--- src/rtl/axi_lite_arb_pkg.sv ---
// Shared types and constants for the AXI4-Lite round-robin arbiter.
package axi_lite_arb_pkg;

    typedef enum logic [2:0] {
        IDLE,
        WR_ADDR,
        WR_RESP,
        RD_ADDR,
        RD_RESP
    } state_e;

    localparam logic [1:0] RESP_OKAY   = 2'b00;
    localparam logic [1:0] RESP_SLVERR = 2'b10;

endpackage

--- src/rtl/rr_pick.sv ---
// Combinational round-robin pick: first request at or after ptr, wrapping circularly.
module rr_pick #(
    parameter int unsigned NUM_M = 2,
    parameter int unsigned IDX_W = (NUM_M > 1) ? $clog2(NUM_M) : 1
) (
    input  logic [NUM_M-1:0] req,
    input  logic [IDX_W-1:0] ptr,
    output logic [NUM_M-1:0] gnt,
    output logic [IDX_W-1:0] gnt_idx,
    output logic             any
);

    logic [NUM_M-1:0] masked;
    logic [NUM_M-1:0] cand;

    always_comb begin
        masked  = '0;
        gnt     = '0;
        gnt_idx = '0;
        for (int unsigned i = 0; i < NUM_M; i++) begin
            masked[i] = req[i] && (i >= 32'(ptr));
        end
        // Masked requests win; with none at or above ptr, wrap to the full request set.
        cand = (|masked) ? masked : req;
        any  = |req;
        // Walk downwards so the lowest set candidate is the last assignment.
        for (int i = int'(NUM_M) - 1; i >= 0; i--) begin
            if (cand[i]) begin
                gnt     = NUM_M'(1) << i;
                gnt_idx = IDX_W'(i);
            end
        end
    end

endmodule

--- src/rtl/axi_lite_rr_arbiter.sv ---
// Round-robin arbiter sharing one AXI4-Lite slave port among NUM_M masters,
// one complete write or read transaction at a time.
module axi_lite_rr_arbiter #(
    parameter int unsigned NUM_M  = 2,
    parameter int unsigned ADDR_W = 32,
    parameter int unsigned DATA_W = 32
) (
    input  logic                        clk,
    input  logic                        resetn,
    input  logic [NUM_M*ADDR_W-1:0]     m_awaddr,
    input  logic [NUM_M-1:0]            m_awvalid,
    output logic [NUM_M-1:0]            m_awready,
    input  logic [NUM_M*DATA_W-1:0]     m_wdata,
    input  logic [NUM_M*(DATA_W/8)-1:0] m_wstrb,
    input  logic [NUM_M-1:0]            m_wvalid,
    output logic [NUM_M-1:0]            m_wready,
    output logic [NUM_M*2-1:0]          m_bresp,
    output logic [NUM_M-1:0]            m_bvalid,
    input  logic [NUM_M-1:0]            m_bready,
    input  logic [NUM_M*ADDR_W-1:0]     m_araddr,
    input  logic [NUM_M-1:0]            m_arvalid,
    output logic [NUM_M-1:0]            m_arready,
    output logic [NUM_M*DATA_W-1:0]     m_rdata,
    output logic [NUM_M*2-1:0]          m_rresp,
    output logic [NUM_M-1:0]            m_rvalid,
    input  logic [NUM_M-1:0]            m_rready,
    output logic [ADDR_W-1:0]           s_axi_awaddr,
    output logic                        s_axi_awvalid,
    input  logic                        s_axi_awready,
    output logic [DATA_W-1:0]           s_axi_wdata,
    output logic [DATA_W/8-1:0]         s_axi_wstrb,
    output logic                        s_axi_wvalid,
    input  logic                        s_axi_wready,
    input  logic [1:0]                  s_axi_bresp,
    input  logic                        s_axi_bvalid,
    output logic                        s_axi_bready,
    output logic [ADDR_W-1:0]           s_axi_araddr,
    output logic                        s_axi_arvalid,
    input  logic                        s_axi_arready,
    input  logic [DATA_W-1:0]           s_axi_rdata,
    input  logic [1:0]                  s_axi_rresp,
    input  logic                        s_axi_rvalid,
    output logic                        s_axi_rready,
    output logic [$clog2(NUM_M)-1:0]    grant_id,
    output logic                        busy
);

    import axi_lite_arb_pkg::*;

    localparam int unsigned IDX_W  = $clog2(NUM_M);
    localparam int unsigned STRB_W = DATA_W / 8;

    state_e           state_q, state_d;
    logic [IDX_W-1:0] grant_q, grant_d;
    logic [IDX_W-1:0] rr_ptr_q, rr_ptr_d;
    logic             aw_done_q, aw_done_d;
    logic             w_done_q, w_done_d;

    logic [NUM_M-1:0] req;
    logic [NUM_M-1:0] pick_gnt;
    logic [IDX_W-1:0] pick_idx;
    logic             pick_any;
    logic             pick_write;
    logic [NUM_M-1:0] gsel;
    logic [IDX_W-1:0] next_ptr;
    logic             aw_hs, w_hs, b_hs, ar_hs, r_hs;

    assign req = (m_awvalid & m_wvalid) | m_arvalid;

    rr_pick #(
        .NUM_M (NUM_M),
        .IDX_W (IDX_W)
    ) u_rr_pick (
        .req     (req),
        .ptr     (rr_ptr_q),
        .gnt     (pick_gnt),
        .gnt_idx (pick_idx),
        .any     (pick_any)
    );

    // A master with both a write and a read pending is served the write first.
    always_comb begin
        pick_write = 1'b0;
        for (int unsigned i = 0; i < NUM_M; i++) begin
            if (pick_gnt[i]) pick_write = m_awvalid[i] & m_wvalid[i];
        end
    end

    assign gsel     = NUM_M'(1) << grant_q;
    assign next_ptr = (grant_q == IDX_W'(NUM_M - 1)) ? '0 : grant_q + IDX_W'(1);

    assign aw_hs = s_axi_awvalid & s_axi_awready;
    assign w_hs  = s_axi_wvalid & s_axi_wready;
    assign b_hs  = s_axi_bvalid & s_axi_bready;
    assign ar_hs = s_axi_arvalid & s_axi_arready;
    assign r_hs  = s_axi_rvalid & s_axi_rready;

    always_ff @(posedge clk) begin
        if (!resetn) begin
            state_q   <= IDLE;
            grant_q   <= '0;
            rr_ptr_q  <= '0;
            aw_done_q <= 1'b0;
            w_done_q  <= 1'b0;
        end else begin
            state_q   <= state_d;
            grant_q   <= grant_d;
            rr_ptr_q  <= rr_ptr_d;
            aw_done_q <= aw_done_d;
            w_done_q  <= w_done_d;
        end
    end

    always_comb begin
        state_d   = state_q;
        grant_d   = grant_q;
        rr_ptr_d  = rr_ptr_q;
        aw_done_d = aw_done_q;
        w_done_d  = w_done_q;
        unique case (state_q)
            IDLE: begin
                aw_done_d = 1'b0;
                w_done_d  = 1'b0;
                if (pick_any) begin
                    grant_d = pick_idx;
                    state_d = pick_write ? WR_ADDR : RD_ADDR;
                end
            end
            WR_ADDR: begin
                aw_done_d = aw_done_q | aw_hs;
                w_done_d  = w_done_q | w_hs;
                if (aw_done_d && w_done_d) state_d = WR_RESP;
            end
            // The pointer advances only on completion, so a long transaction keeps its turn.
            WR_RESP: begin
                if (b_hs) begin
                    state_d  = IDLE;
                    rr_ptr_d = next_ptr;
                end
            end
            RD_ADDR: begin
                if (ar_hs) state_d = RD_RESP;
            end
            RD_RESP: begin
                if (r_hs) begin
                    state_d  = IDLE;
                    rr_ptr_d = next_ptr;
                end
            end
            default: state_d = IDLE;
        endcase
    end

    always_comb begin
        m_awready     = '0;
        m_wready      = '0;
        m_bresp       = {NUM_M{RESP_OKAY}};
        m_bvalid      = '0;
        m_arready     = '0;
        m_rdata       = '0;
        m_rresp       = {NUM_M{RESP_OKAY}};
        m_rvalid      = '0;
        s_axi_awaddr  = '0;
        s_axi_awvalid = 1'b0;
        s_axi_wdata   = '0;
        s_axi_wstrb   = '0;
        s_axi_wvalid  = 1'b0;
        s_axi_bready  = 1'b0;
        s_axi_araddr  = '0;
        s_axi_arvalid = 1'b0;
        s_axi_rready  = 1'b0;
        grant_id      = grant_q;
        busy          = (state_q != IDLE);
        for (int unsigned i = 0; i < NUM_M; i++) begin
            if (gsel[i]) begin
                case (state_q)
                    WR_ADDR: begin
                        s_axi_awaddr  = m_awaddr[i*ADDR_W +: ADDR_W];
                        s_axi_awvalid = m_awvalid[i] & ~aw_done_q;
                        m_awready[i]  = s_axi_awready & ~aw_done_q;
                        s_axi_wdata   = m_wdata[i*DATA_W +: DATA_W];
                        s_axi_wstrb   = m_wstrb[i*STRB_W +: STRB_W];
                        s_axi_wvalid  = m_wvalid[i] & ~w_done_q;
                        m_wready[i]   = s_axi_wready & ~w_done_q;
                    end
                    WR_RESP: begin
                        s_axi_bready     = m_bready[i];
                        m_bvalid[i]      = s_axi_bvalid;
                        m_bresp[i*2 +: 2] = s_axi_bresp;
                    end
                    RD_ADDR: begin
                        s_axi_araddr  = m_araddr[i*ADDR_W +: ADDR_W];
                        s_axi_arvalid = m_arvalid[i];
                        m_arready[i]  = s_axi_arready;
                    end
                    RD_RESP: begin
                        s_axi_rready               = m_rready[i];
                        m_rvalid[i]                = s_axi_rvalid;
                        m_rdata[i*DATA_W +: DATA_W] = s_axi_rdata;
                        m_rresp[i*2 +: 2]          = s_axi_rresp;
                    end
                    default: ;
                endcase
            end
        end
    end

endmodule
--- config.mk ---
export PLATFORM = sky130hd
export DESIGN_NAME = axi_lite_rr_arbiter
export DESIGN_NICKNAME = d
export VERILOG_FILES = /design/src/rtl/axi_lite_arb_pkg.sv /design/src/rtl/rr_pick.sv /design/src/rtl/axi_lite_rr_arbiter.sv
export SDC_FILE = /design/constraint.sdc
export NUM_CORES = 1
export LEC_CHECK = 0
export ABC_CLOCK_PERIOD_IN_PS = 2250
export CAP_MARGIN = 25
export CORE_AREA = 2 2 174 176
export CTS_CLUSTER_SIZE = 14
export DETAILED_ROUTE_END_ITERATION = 7
export DIE_AREA = 0 0 176 178
export DONT_BUFFER_PORTS = 1
export HOLD_SLACK_MARGIN = 0.05
export PLACE_DENSITY = 0.32
export SLEW_MARGIN = 25
export SYNTH_ARGS = -nofsm -noshare
export SYNTH_HDL_FRONTEND = slang
export SYNTH_SLANG_ARGS = --single-unit
--- constraint.sdc ---
create_clock -name clk -period 2.25 [get_ports clk]
set_clock_uncertainty 0.1 [all_clocks]
set_input_delay 0.45 -clock clk [delete_from_list [all_inputs] [get_ports clk]]
set_output_delay 0.45 -clock clk [all_outputs]
set_load 0.03 [all_outputs]
; ---- After elaboration in Yosys (flattened, before gate mapping)
; Index checks and enable logic that the tools add are counted.
[totals]
regBits = 7
output_inout_bits = 189
[classes]
add_sub_neg = 1
magnitude_cmp = 1
n_eq_ne = 9
shifts = 1
n_mux = 80
bitwise_logic = 19
n_reduce_logical = 11
[ops]
columns = cell, count
row1 = $mux 32, 15
row2 = $mux 1, 43
row3 = $mux 2, 9
row4 = $mux 4, 4
row5 = $mux 3, 5
row6 = $pmux 3 s5, 1
row7 = $and 1x1->1, 13
row8 = $ne 2x2->1 const B, 5
row9 = $eq 3x2->1 const B, 2
row10 = $pmux 1 s2, 3
row11 = $reduce_and 5->1, 1
row12 = $reduce_bool 2->1, 2
row13 = $reduce_or 2->1, 2
row14 = $eq 3x1->1 const B, 1
row15 = $eq 3x3->1 const B, 1
row16 = $logic_not 3->1, 1
row17 = $reduce_and 3->1, 1
row18 = $reduce_bool 3->1, 1
row19 = $and 2x2->2, 1
row20 = $logic_and 1x1->1, 2
row21 = $not 1->1, 2
row22 = $or 1x1->1, 2
row23 = $or 2x2->2, 1
row24 = $reduce_and 2->1, 1
row25 = other kinds (3), 3

; ---- Longest topological paths before layout
; Gate-level depths: netlist of the first run.
[depth]
word_depth = 11
ltp_mapped = 7

; ---- Hierarchy
; A second synthesis of the first run with hierarchy kept.
[unflattened]
hier_cells = 384
hier_area_um2 = 2565.0
[by_module_without_submodules]
columns = module, n_inst, cells_per_inst, area_each_um2, seq_area_each_um2
row1 = axi_lite_rr_arbiter, 1, 379, 2532.4, 140.1
row2 = rr_pick, 1, 5, 32.5, 0.0

; ---- Worst setup path before layout of the first run
; OpenSTA, ideal clock, no wires.
[synth_timing]
path_kind = flip-flop to output port
startpoint = register grant_q (netlist: grant_id)
endpoint = output port s_axi_awaddr[21]
arrival_ps = 1936
setup_slack_ps = -236
path_stages_with_launch = 6
cell_sequence = dfxtp_1 buf_4 buf_2 buf_1 mux2i_1 nor2_1
[synth_between]
elab_chain_cells = 4
[synth_rtl]
columns = item, line_no
row1 = "start, declared", axi_lite_rr_arbiter.sv:54  ; logic [IDX_W-1:0] grant_q, grant_d;
row2 = "start signal, assigned", axi_lite_rr_arbiter.sv:107  ; grant_q <= grant_d;
row3 = $shl 1x1->2 (*), axi_lite_rr_arbiter.sv:89  ; assign gsel = NUM_M'(1) << grant_q;
row4 = $mux 32, axi_lite_rr_arbiter.sv:175  ; if (gsel[i]) begin
row5 = $mux 32, axi_lite_rr_arbiter.sv:176  ; case (state_q)
row6 = $mux 32 (*), axi_lite_rr_arbiter.sv:175
row7 = "end, declared", axi_lite_rr_arbiter.sv:27  ; output logic [ADDR_W-1:0] s_axi_awaddr,
; Every way passes the cells marked *; elsewhere a longest branch is shown, timed or not.

; ---- Worst setup path in the final report of the first run
[layout_timing]
startpoint = register state_q[0]
endpoint = output port s_axi_wvalid
[layout_between]
elab_chain_cells = 5
[layout_rtl]
columns = item, line_no
row1 = "start, declared", axi_lite_rr_arbiter.sv:53  ; state_e state_q, state_d;
row2 = "start signal, assigned", axi_lite_rr_arbiter.sv:106  ; state_q <= state_d;
row3 = $eq 3x1->1 (*), axi_lite_rr_arbiter.sv:176
row4 = $mux 1, axi_lite_rr_arbiter.sv:176
row5 = $mux 1, axi_lite_rr_arbiter.sv:175
row6 = $mux 1, axi_lite_rr_arbiter.sv:176
row7 = $mux 1 (*), axi_lite_rr_arbiter.sv:175
row8 = "end, declared", axi_lite_rr_arbiter.sv:32  ; output logic s_axi_wvalid,
; Marked as above.

==> results of run 1 <==
repair_timing:
item | in CTS | in global routing
gates resized for setup | 3 | 10
buffers inserted | 3 | 0
setup endpoints to repair | 96 | 64
pin swaps | 0 | 1
flip-flops by register name, indices dropped and copies added (netlist names):
register / count
w_done_q: 1
aw_done_q: 1
rr_ptr_q: 1
grant_id: 1
state_q: 3
stage by stage:
| stage | setup WS, ns | hold slack [ns] | total power, µW |
|---|---|---|---|
| 6_report | 0.0882 | 0.244 | 3800 |
| 5_1_grt | 0.00283 | 0.238 | 4040 |
| 4_1_cts | 0.0237 | 0.244 | 3820 |
| 3_5_place_dp | 0.0997 | 0.390 | 3460 |
| 3_3_place_gp | 0.0986 | 0.394 | 3460 |
| 2_1_floorplan | -0.0762 | 0.352 | 2330 |
power groups by stage:
stage               registers [µW]  clock network (µW)  logic, µW
floorplan                      191                   0       2140
global placement               228                   0       3230
detailed placement             231                   0       3230
CTS                            210                 315       3290
global route                   227                 325       3490
finish                         216                 308       3280
area by class of cell:
cell class	instances	share of cell area
multi-input combinational	353	0.496
timing repair buffer	201	0.349
tap	390	0.105
sequential	7	0.0321
clock buffer	4	0.0170
inverter	1	0.000809
final timing paths:
check,start,endpoint,slack (ns),depth (start not counted)
worst max-delay path,state_q[0],s_axi_wvalid,0.09,4
worst min-delay path,resetn,state_q[0],0.24,1
worst max register to register,grant_id,state_q[1],0.23,8
worst min register to register,state_q[1],state_q[1],0.40,2
synth_stat cells, types with 2 or more instances:
library cell  count  area share
a21oi_1           5      0.0097
and2_1           72        0.18
and3_1            4      0.0097
buf_1             6      0.0088
buf_2             8       0.016
clkbuf_1         17       0.025
dfxtp_1           7       0.055
mux2i_1         106        0.41
nand2_1          14       0.020
nand2b_1          4      0.0097
nand4_1           2      0.0049
nor2_1          121        0.18
nor2b_1           5       0.012
nor3_1            5      0.0097
o21ai_0           3      0.0058
layer usage:
metal,up-vias,routed length (µm),track usage
met4,0,17,0.00310
met3,4,1590,0.0307
met5,-,0,0
met2,219,7410,0.144
li1,1646,-,-
met1,1496,5030,0.0824
worst register-to-register path, delay by kind of cell, from the launching register on:
| family | cells | cell delay [ns] |
|---|---|---|
| muxes | 2 | 0.30 |
| buffers and inverters | 3 | 0.51 |
| and+or+nand+nor | 1 | 0.29 |
| DFF | 1 | 0.39 |
| AOI/OAI and AO/OA | 2 | 0.35 |
kinds of logic after synthesis:
logic type	after synthesis	synth area share
and+or+nand+nor	232	0.433
muxes	107	0.418
DFF	7	0.0546
buffers and inverters	34	0.0580
AOI/OAI and AO/OA	14	0.0366
==> out/results.ini, run 1 <==
[cells_and_area]
multi_input_area_um2 = 2300
fill_cells = 3344
fin_util = 0.158
final_area_um2 = 4640
final_common_cell = buf_4
nNetsFinal = 820
layout_common_cells = 192 x buf_4, 116 x nor2_1, 106 x mux2i_1, 72 x and2_1, 14 x nand2_1
num_antenna_cells = 0
seqCellArea_um2 = 149
instances_no_fill = 956
layout-drive-gt1-share = 0.382
syn2layout_area_growth_pct = 80.8

[timing]
fin_crit_ns = 2.16
fmax_mhz = 463
finalHoldViolCount = 0
setup_viol = 0
worst_slew_pin_slew_ns = 0.470
timing.slew.headroom = 0.677
rsz0062_at_grt = false
fin_crit_sh = 0.961
finalMaxSlewViolations = 0
setup_tns_ns = 0

[critical_path]
cp.arrival_ns = 1.61
critical_path_class = reg -> out
cp_cell_sequence = or3b_4 -> or2_1 -> nor2_2 -> buf_4
cp_max_fo = 7
start_kind = register
endpoint_kind = primary output
crit_slowest_cell = or3b_4
crit_buf_inv = 1
slowest_delay_ns = 0.45
required_ns = 1.70
crit_family = simple AND/OR/NAND/NOR gates

[synth]
synthArstFlopShare = 0
ys_seq_area_frac = 0.0546
synth_edf_count = 0
synth-seq-cells = 7
syn_inst = 394
synth_fp_nets = 647
yosysUniqueCellTypes = 30
yosysWarnings = 0
synth_flop_cell = dfxtp_1
avgSynthCellArea_um2 = 6.51
syn_area_um2 = 2570

[floorplanning]
die_w_um = 176
rows = 63
die_y_um = 178
dieArea_um2 = 31300
core_um2 = 29400
pin_count = 442
initial_core_util = 0.0873

[cts]
clk_pin_slew_worst_paths_ns = 0.04
htreeDepth = 1
cts_buffer_depth = 2
postCtsHoldBufs = 0
clock_latency_ns = 0.23
cts_tree = done
cts_buffers = 3
cts_root_buf = clkbuf_16
cts.sinks = 7

[pwr]
leakagePower_uw = 0.00200
seq_power_share = 0.057
switching_power_uw = 2200
clkPwrFrac = 0.081
internal_power_uw = 1600
power.density_nw_per_um2 = 819
peakVddDrop_uv = 242
sw_frac_of_total = 0.580
combPwrFrac = 0.862

[routing]
drt_wl_total_um = 14000
vias = 3365
drt-vias-per-instance = 3.52
drt-initial-drc-count = 126
first_pass_iters = 4
drt.antenna.violating_nets = 0
wl_per_cell_um = 14.7
drc = 0

[global_routing]
antenna_found_initial = 0
grt_usage = 0.0755
grt_pass1_wl_um = 17700
grt_pass1_vias = 2946
grt_max_degree = 54
grt.overflow.total = 0

[placed_design]
placed_cell_area_um2 = 4500
place_hpwl_um = 12200
gp_congestion = 0.739
placed_cells = 949
portBuffers = 0

[outcome]
status = finished clean

[hold_path]
hold_class = in -> reg

[run]
maxCapViolCount = 0

(Power assumes the default switching activity.)
==> run 2, diff against run 1 <==
--- a/config.mk
+++ b/config.mk
@@ -17,4 +17,5 @@
 export SLEW_MARGIN = 25
 export SYNTH_ARGS = -nofsm -noshare
 export SYNTH_HDL_FRONTEND = slang
+export SYNTH_HIERARCHICAL = 1
 export SYNTH_SLANG_ARGS = --single-unit
==> out/results.ini, run 2 <==
[outcome]
status = finished with violations
violations = setup timing

[synth]
synth_fp_nets = 637  ; -1.5%
synth_area_leaders = mux2i_1 42%, and2_1 17%, nor2_1 16%, dfxtp_1 5.5%, buf_2 2.3%
synthArstFlopShare = 0  ; unchanged
synth.area.mux_share = 0.418  ; about the same
synth_top_area_share = 0.418  ; +0.00410
synth_top_family_by_area = simple AND/OR/NAND/NOR gates
synth-xor-area-share = 0  ; unchanged
yosysMostFrequentCell = nor2_1
synth-adder-area-share = 0  ; unchanged
syn_inst = 384  ; -2.5%
yosysWarnings = 6  ; +6
synth-seq-cells = 7  ; unchanged
synthSimpleGateAreaFrac = 0.420  ; -0.0125
avgSynthCellArea_um2 = 6.68  ; +2.6%
yosysTopAreaCell = mux2i_1
synth_edf_count = 0  ; unchanged
yosysUniqueCellTypes = 32  ; +6.7%
syn_area_um2 = 2560  ; about the same
ys_top_cells_by_count = 110 x nor2_1, 107 x mux2i_1, 71 x and2_1
ys_seq_area_frac = 0.0546  ; about the same
synth_flop_cell = dfxtp_1
synth_compound_area_frac = 0.0429  ; +0.00636

[pwr]
power.density_nw_per_um2 = 660  ; -19%
internal_power_uw = 1540  ; -3.9%
switching_power_uw = 1970  ; -11%
power_uw = 3500  ; -7.8%
peakVddDrop_uv = 256  ; +5.7%
seq_power_share = 0.059  ; +0.002
clkPwrFrac = 0.085  ; +0.004
sw_frac_of_total = 0.562  ; -0.0181
combPwrFrac = 0.856  ; -0.006
leakagePower_uw = 0.00219  ; +9.5%

[hold_path]
hold_class = in -> reg

[cts]
cts_tree = done
cts_root_buf = clkbuf_16
cts_buffers = 3  ; unchanged
cts_buffer_depth = 2  ; unchanged
cts.sinks = 7  ; unchanged
clk_pin_slew_worst_paths_ns = 0.04  ; about the same
clock_latency_ns = 0.23  ; about the same
postCtsHoldBufs = 0  ; unchanged
htreeDepth = 1  ; unchanged

[cells_and_area]
seqCellArea_um2 = 148  ; -0.84%
fill_cells = 3308  ; -1.1%
layout_common_cells = 123 x buf_4, 107 x mux2i_1, 79 x nor2_1, 70 x buf_6, 54 x and2_4
nNetsFinal = 820  ; unchanged
syn2layout_area_growth_pct = 107
top_register = state_q
layout-drive-gt1-share = 0.549  ; +0.168
fin_util = 0.180  ; +0.0226
final_common_cell = buf_4
multi_input_area_um2 = 2500  ; +8.8%
largest_register_ffs = 3  ; unchanged

[routing]
drt.antenna.violating_nets = 0  ; unchanged
first_pass_iters = 4  ; unchanged
drt_wl_total_um = 15400  ; +9.8%
vias = 3432  ; +2.0%
drt-vias-per-instance = 3.58  ; +1.8%
drt-initial-drc-count = 85  ; -33%
wl_per_cell_um = 16.1  ; +9.6%
drc = 0  ; unchanged

[placed_design]
place_hpwl_um = 12500  ; +2.2%
gp_congestion = 0.773  ; +4.7%
portBuffers = 0  ; unchanged

[critical_path]
endpoint_kind = primary output
critical_path_class = reg -> out
start_kind = register
cp_max_fo = 9  ; +2
cp.arrival_ns = 1.71  ; +0.10 ns
required_ns = 1.70  ; about the same
ff2ff_setup_slack_ns = 0.52  ; +0.29 ns

[floorplanning]
rows = 63  ; unchanged
pin_count = 442  ; unchanged
dieArea_um2 = 31300  ; unchanged
core_um2 = 29400  ; unchanged
die_w_um = 176  ; unchanged
die_y_um = 178  ; unchanged
initial_core_util = 0.0872  ; about the same

[global_routing]
grt_usage = 0.0752  ; -0.000317
antenna_found_initial = 3  ; +3
grt_pass1_vias = 3074  ; +4.3%
grt_max_degree = 48  ; -11%
grt.overflow.total = 0  ; unchanged
grt_pass1_wl_um = 17700  ; -0.35%

[timing]
timing.slew.headroom = 0.756  ; +0.0781
fmax_mhz = 442  ; -4.4%
setup_viol = 14  ; +14
finalMaxSlewViolations = 0  ; unchanged
fin_crit_sh = 1.00  ; +0.0438
setup_tns_ns = -0.0560  ; -0.0560 ns
finalHoldViolCount = 0  ; unchanged
worst_slew_pin_slew_ns = 0.366  ; -0.104 ns
layout_setup_ws_ns = -0.0104  ; -0.0986 ns
rsz0062_at_grt = true
fin_crit_ns = 2.26  ; +0.0986 ns

[run]
maxCapViolCount = 0  ; unchanged

==> run 2: changes by cell type after synthesis, moves of 3 or more <==
cell | previous run | this run
nand2b_1 | 4 | 0
nand2_1 | 14 | 6
nor2_1 | 121 | 110
buf_2 | 8 | 12
inv_1 | 1 | 4
buf_4 | 1 | 4
clkbuf_1 | 17 | 12
==> run 2: final timing paths <==
path	start	to	cells after the start
worst max-delay path	state_q[0]	m_rdata[51]	6
worst min-delay path	resetn	state_q[0]	1
worst min register to register	rr_ptr_q	rr_ptr_q	2
worst max register to register	grant_id	rr_ptr_q	5
==> run 2: per-stage QoR <==
stage / hold slack, ns / instances / worst slack [ns] / cell area [µm²]
after floorplan: 0.351 / 384 / 0.0113 / 2650
after global placement: 0.372 / 939 / 0.115 / 4600
after detailed placement: 0.385 / 939 / 0.110 / 4600
after CTS: 0.243 / 946 / 0.00396 / 4700
after global routing: 0.239 / 958 / -0.0562 / 5310
final: 0.244 / 958 / -0.0104 / 5310
==> run 2: layout make-up <==
cell class                      count  share of cell area
Multi-Input combinational cell    341               0.472
Sequential cell                     7              0.0278
Clock buffer                        4              0.0149
Antenna cell                        2            0.000943
Timing Repair Buffer              210               0.390
Tap cell                          390              0.0920
Inverter                            4             0.00283
==> run 2: kinds of logic (layout without fill, tap and decap cells) <==
group                  Yosys count  after routing
buffers and inverters           36            218
flip-flops                       7              7
multiplexers                   107            107
other                            0              2
AND/OR/NAND/NOR                219            219
AO/OA/AOI/OAI                   15             15
==> run 2: power by group through the flow <==
stage	combinational [µW]	clock (µW)	sequential (µW)
3_5_place_dp	2960	0	203
2_1_floorplan	1960	0	186
4_1_cts	3000	306	204
3_3_place_gp	2970	0	201
6_report	3000	299	205
5_1_grt	3180	316	211
==> run 2: what timing repair did <==
action | 4_1_cts | 5_1_grt
resized for setup | 3 | 132
setup buffers | 3 | 3
endpoints found under the setup margin | 97 | 107
cloned | 0 | 7
pin swaps | 0 | 2
==> run 2: critical path: stages (launching register included) <==
cell and delay, ns:
dfxtp_2 0.33, or3b_4 0.44, nor2_4 0.14, buf_12 0.15
clkbuf_16 0.16, and2_4 0.14, buf_6 0.12
==> run 2: per-layer routing <==
metal  routed length [µm]  GRT usage  vias up
met5                    0          0        -
met4                  222     0.0224        0
met3                 1220     0.0113        8
met2                 8520      0.156      248
met1                 5450     0.0762     1530
li1                     -          -     1646
